**config.mk**
```make
export PLATFORM = sky130hd
export DESIGN_NAME = ifetch_unit
export DESIGN_NICKNAME = d
export VERILOG_FILES = /design/src/rtl/ifetch_unit.sv
export SDC_FILE = /design/constraint.sdc
export NUM_CORES = 1
export LEC_CHECK = 0
export ABC_AREA = 0
export CORE_MARGIN = 4
export CORE_UTILIZATION = 28
export DETAILED_ROUTE_END_ITERATION = 12
export PLACE_DENSITY = 0.53
export SYNTH_ARGS = -nofsm -noshare
export SYNTH_HDL_FRONTEND = slang
export SYNTH_SLANG_ARGS = --single-unit
```
**constraint.sdc**
```tcl
create_clock -name clk -period 4.2 [get_ports clk]
set_input_delay 0.42 -clock clk [delete_from_list [all_inputs] [get_ports clk]]
set_output_delay 0.42 -clock clk [all_outputs]
set_load 0.005 [all_outputs]
```
**src/rtl/ifetch_unit.sv**
```systemverilog
// Instruction fetch initiator: owns the PC, waits MEM_LATENCY cycles per address,
// and delivers instruction/PC pairs to decode over a valid/ready handshake.
module ifetch_unit #(
    parameter logic [31:0] RESET_PC    = 32'h0000_0000,
    parameter int unsigned MEM_LATENCY = 3
) (
    input  logic        clk,
    input  logic        rst_n,
    output logic [31:0] imem_addr,
    input  logic [31:0] imem_rdata,
    input  logic        redirect_valid,
    input  logic [31:0] redirect_pc,
    output logic        if_valid,
    input  logic        id_ready,
    output logic [31:0] if_instr,
    output logic [31:0] if_pc,
    output logic [31:0] fetch_count
);

    localparam int CNT_W = (MEM_LATENCY > 1) ? $clog2(MEM_LATENCY) : 1;
    localparam logic [CNT_W-1:0] CNT_MAX = CNT_W'(MEM_LATENCY - 1);

    typedef enum logic {
        ST_EMPTY = 1'b0,
        ST_FULL  = 1'b1
    } state_t;

    state_t           r_state;
    state_t           w_state_nxt;
    logic [31:0]      r_pc;
    logic [31:0]      w_pc_nxt;
    logic [CNT_W-1:0] r_cnt;
    logic [CNT_W-1:0] w_cnt_nxt;
    logic [31:0]      r_instr;
    logic [31:0]      w_instr_nxt;
    logic [31:0]      r_if_pc;
    logic [31:0]      w_if_pc_nxt;
    logic [31:0]      r_fetch_count;
    logic [31:0]      w_fetch_count_nxt;

    logic             w_data_ok;
    logic             w_transfer;
    logic             w_capture;
    logic [31:0]      w_redirect_aligned;

    // Masking rather than slicing keeps the whole redirect bus in use.
    assign w_redirect_aligned = redirect_pc & 32'hFFFF_FFFC;

    assign w_data_ok  = (r_cnt == CNT_MAX);
    assign w_transfer = (r_state == ST_FULL) && id_ready;
    assign w_capture  = w_data_ok && ((r_state == ST_EMPTY) || id_ready) && !redirect_valid;

    always_ff @(posedge clk or negedge rst_n) begin
        if (!rst_n) begin
            r_state       <= ST_EMPTY;
            r_pc          <= RESET_PC;
            r_cnt         <= '0;
            r_instr       <= '0;
            r_if_pc       <= '0;
            r_fetch_count <= '0;
        end else begin
            r_state       <= w_state_nxt;
            r_pc          <= w_pc_nxt;
            r_cnt         <= w_cnt_nxt;
            r_instr       <= w_instr_nxt;
            r_if_pc       <= w_if_pc_nxt;
            r_fetch_count <= w_fetch_count_nxt;
        end
    end

    always_comb begin
        w_state_nxt       = r_state;
        w_pc_nxt          = r_pc;
        w_instr_nxt       = r_instr;
        w_if_pc_nxt       = r_if_pc;
        w_fetch_count_nxt = r_fetch_count;
        // Saturating settle counter: a stalled word stays ready for release.
        w_cnt_nxt         = w_data_ok ? r_cnt : r_cnt + CNT_W'(1);

        // A transfer coinciding with a redirect was still consumed by decode.
        if (w_transfer) begin
            w_fetch_count_nxt = r_fetch_count + 32'd1;
        end

        if (redirect_valid) begin
            w_pc_nxt    = w_redirect_aligned;
            w_cnt_nxt   = '0;
            w_state_nxt = ST_EMPTY;
        end else if (w_capture) begin
            w_instr_nxt = imem_rdata;
            w_if_pc_nxt = r_pc;
            w_pc_nxt    = r_pc + 32'd4;
            w_cnt_nxt   = '0;
            w_state_nxt = ST_FULL;
        end else if (w_transfer) begin
            w_state_nxt = ST_EMPTY;
        end
    end

    assign imem_addr   = r_pc;
    assign if_valid    = (r_state == ST_FULL);
    assign if_instr    = r_instr;
    assign if_pc       = r_if_pc;
    assign fetch_count = r_fetch_count;

endmodule

```
==> flow_summary_export.csv <==
group,metric,value,unit
worst_setup_path,r2r_cells,6,
global_route,first_global_vias,4401,
clock_network,clk_latency,410,ps
final_layout,final_cell_mix,"188 x clkdlybuf4s50_1, 127 x dfrtp_1, 67 x mux2_2",
global_route,grt_max_degree,92,
power_and_ir_drop,cellPowerDensity,544.3,nW/um2
place,dp_slack,1568,ps
clock_network,cts_tree,"done",
min_path,hp-class,"in2async",
timing,slew_headroom,42.52,%
routing,drc,0,
yosys,syn-cell-area,5724,um2
timing,fmaxAchievable,458.2,MHz
place,hpwl,10990,um
worst_setup_path,path_max_fanout,39,
worst_setup_path,critPathLaunchType,"input pin",
yosys,avgSynthCellArea,12.15,um2
global_route,gr-total-overflow,0,
worst_setup_path,worstPathArrival,2470,ps
place,dp.cells,914,
clock_network,clk_pin_slew,50,ps
final_layout,layout_commonest_cell,"clkdlybuf4s50_1",
clock_network,cts_resized,0,
yosys,ys_seq_area_share,55.52,%
yosys,ys_warn_count,0,
timing,setup-tns-final,0,ps
routing,wl,15090,um
worst_setup_path,required,4490,ps
routing,postRouteAntennaNets,0,
final_layout,drive_above_1_share,18.52,%
clock_network,cts_setup_buffers,0,
yosys,synth_cell_types,39,
timing,period_share,51.96,%
routing,drt-initial-drc-count,99,
timing,rsz0062_at_grt,"false",
yosys,synth-seq-cells,127,
timing,whs,81.75,ps
place,gp_congestion,0.7485,
worst_setup_path,worstSetupPathType,"in2reg",
clock_network,cts-root-buf,"clkbuf_16",
global_route,antenna_found_initial,1,
timing,tightest_slew,862.2,ps
clock_network,clkSinkCount,127,
worst_setup_path,path_cells,"clkdlybuf4s50_1, nand2b_1, nand2_1, nor2_4, buf_4, mux2_2",
timing,finalSetupViolCount,0,
timing,slew_viol_final,0,
final_layout,fin_nets,734,
timing,fin_crit,2182,ps
worst_setup_path,endpoint_kind,"register",
worst_setup_path,max_stage_delay,550,ps
timing,finalHoldViolCount,0,
routing,viasPerCell,4.453,
global_route,track_usage,13.68,%
yosys,synth_cells,471,
floorplanning,die_h,151.0,um
clock_network,clock_path_buffers,2,
power_and_ir_drop,peakVddDrop,277.8,uV
final_layout,post-route-util,41.83,%
floorplanning,placeableCoreArea,20170,um2
floorplanning,initial_core_util,28.38,%
clock_network,htreeDepth,4,
floorplanning,io_pins,197,
worst_setup_path,critical_path_depth,6,
worst_setup_path,slowest_stage,"clkdlybuf4s50_1",
flow_run,cap_violations,0,
floorplanning,dieArea,22800,um2
clock_network,cts_buffers,17,
clock_network,hold_buffers,0,
final_layout,syn2layout_area_growth,47.39,%
final_layout,fin_cells,945,
outcome,status,"complete, no violations",
timing,finalClockSkew,9.758,ps
floorplanning,rows,52,
routing,wl_per_cell,15.97,um
power_and_ir_drop,p_leak,3.462,nW
timing,fin_ws,2018,ps
worst_setup_path,critPathTopFamily,"buffers and inverters",
place,port_buffers,190,
worst_setup_path,path_buf_inv,2,
floorplanning,die_w,151.0,um
routing,drt_pre_antenna_iters,4,
routing,dr_total_vias,4208,
final_layout,antenna_cells,0,
global_route,grt_pass1_wl,24070,um
==> area by class of cell <==
type	count	area (um2)
Multi-Input combinational cell	316	2410
Timing Repair Buffer	194	1928
Clock buffer	26	529.3
Inverter	7	26.28
Fill cell	1888	11730
Sequential cell	127	3178
Tap cell	270	337.8
Clock inverter	5	27.53
==> cells by family after synthesis <==
kind of cell / share of synthesized area (%)
AOI/OAI and AO/OA: 2.470
muxes: 13.36
xor gates and xnor gates: 9.333
DFF: 55.52
buffers and inverters: 2.667
and+or+nand+nor: 15.93
adders and majority gates: 0.6558
other: 0.06551
==> final timing paths <==
kind                                 startpoint              end  slack, ps
worst max-delay path                   id_ready     if_instr[16]       2020
worst min-delay path                      rst_n  fetch_count[14]         80
worst max register to register     imem_addr[2]    imem_addr[28]       2030
worst min register to register  fetch_count[31]  fetch_count[31]        480
max in group asynchronous                 rst_n  fetch_count[24]       3070
min in group clk                fetch_count[31]  fetch_count[31]        480
==> report_power, final <==
part / switching (mW) / leakage (nW) / internal (mW)
Clock: 0.522 / 0.278 / 0.857
Combinational: 0.458 / 1.59 / 0.962
Sequential: 0.218 / 1.60 / 1.57
Total: 1.20 / 3.46 / 3.39
==> worst register-to-register path: cells and delay by family, from the launching register on <==
family                   cells  cell delay, ps
AND/OR/NAND/NOR              3             990
flip-flops                   1             480
multiplexers                 1             270
adder cells (fa/ha/maj)      1             210
XOR/XNOR                     1             110
==> synth_stat cells, drive strengths merged <==
cell type | count | area (um2)
nor4 | 14 | 155.1
and3 | 10 | 70.06
dfrtp | 127 | 3178
nand4 | 11 | 135.1
ha | 3 | 37.54
or2 | 2 | 12.51
a21oi | 1 | 5.000
buf | 16 | 96.34
o21ai | 26 | 130.1
and4 | 5 | 47.55
nor2 | 13 | 51.30
inv | 7 | 26.28
nand2 | 50 | 187.7
a31oi | 1 | 6.260
mux2i | 1 | 10.01
mux2 | 67 | 754.5
nand2b | 1 | 6.260
nand3 | 27 | 140.1
nor2b | 1 | 6.260
xor2 | 19 | 166.4
xnor2 | 42 | 367.9
nor3 | 14 | 75.07
clkbuf | 8 | 30.03
and2 | 4 | 25.02
conb | 1 | 3.750
==> routing by layer <==
metal	part of all wire [%]	up-vias	track usage, %	routed length, um
li1	-	2009	-	-
met1	44	2052	17.69	6596
met2	49	125	21.72	7330
met3	5.5	20	3.710	835
met4	2.0	2	5.621	307
met5	0.12	-	0	18
==> metrics by stage <==
stage,power [mW],cell area (um2)
6_report,4.592,8437
3_3_place_gp,3.227,7880
4_1_cts,4.689,8437
3_5_place_dp,3.275,7880
5_1_grt,4.881,8437
2_1_floorplan,2.349,5736
==> sequential cells by signal, summed over array words and instances (netlist names) <==
name / count
fetch_count: 32
if_instr: 32
if_pc: 30
imem_addr: 30
r_cnt: 2
if_valid: 1
Power figures use the tool's default switching activity.
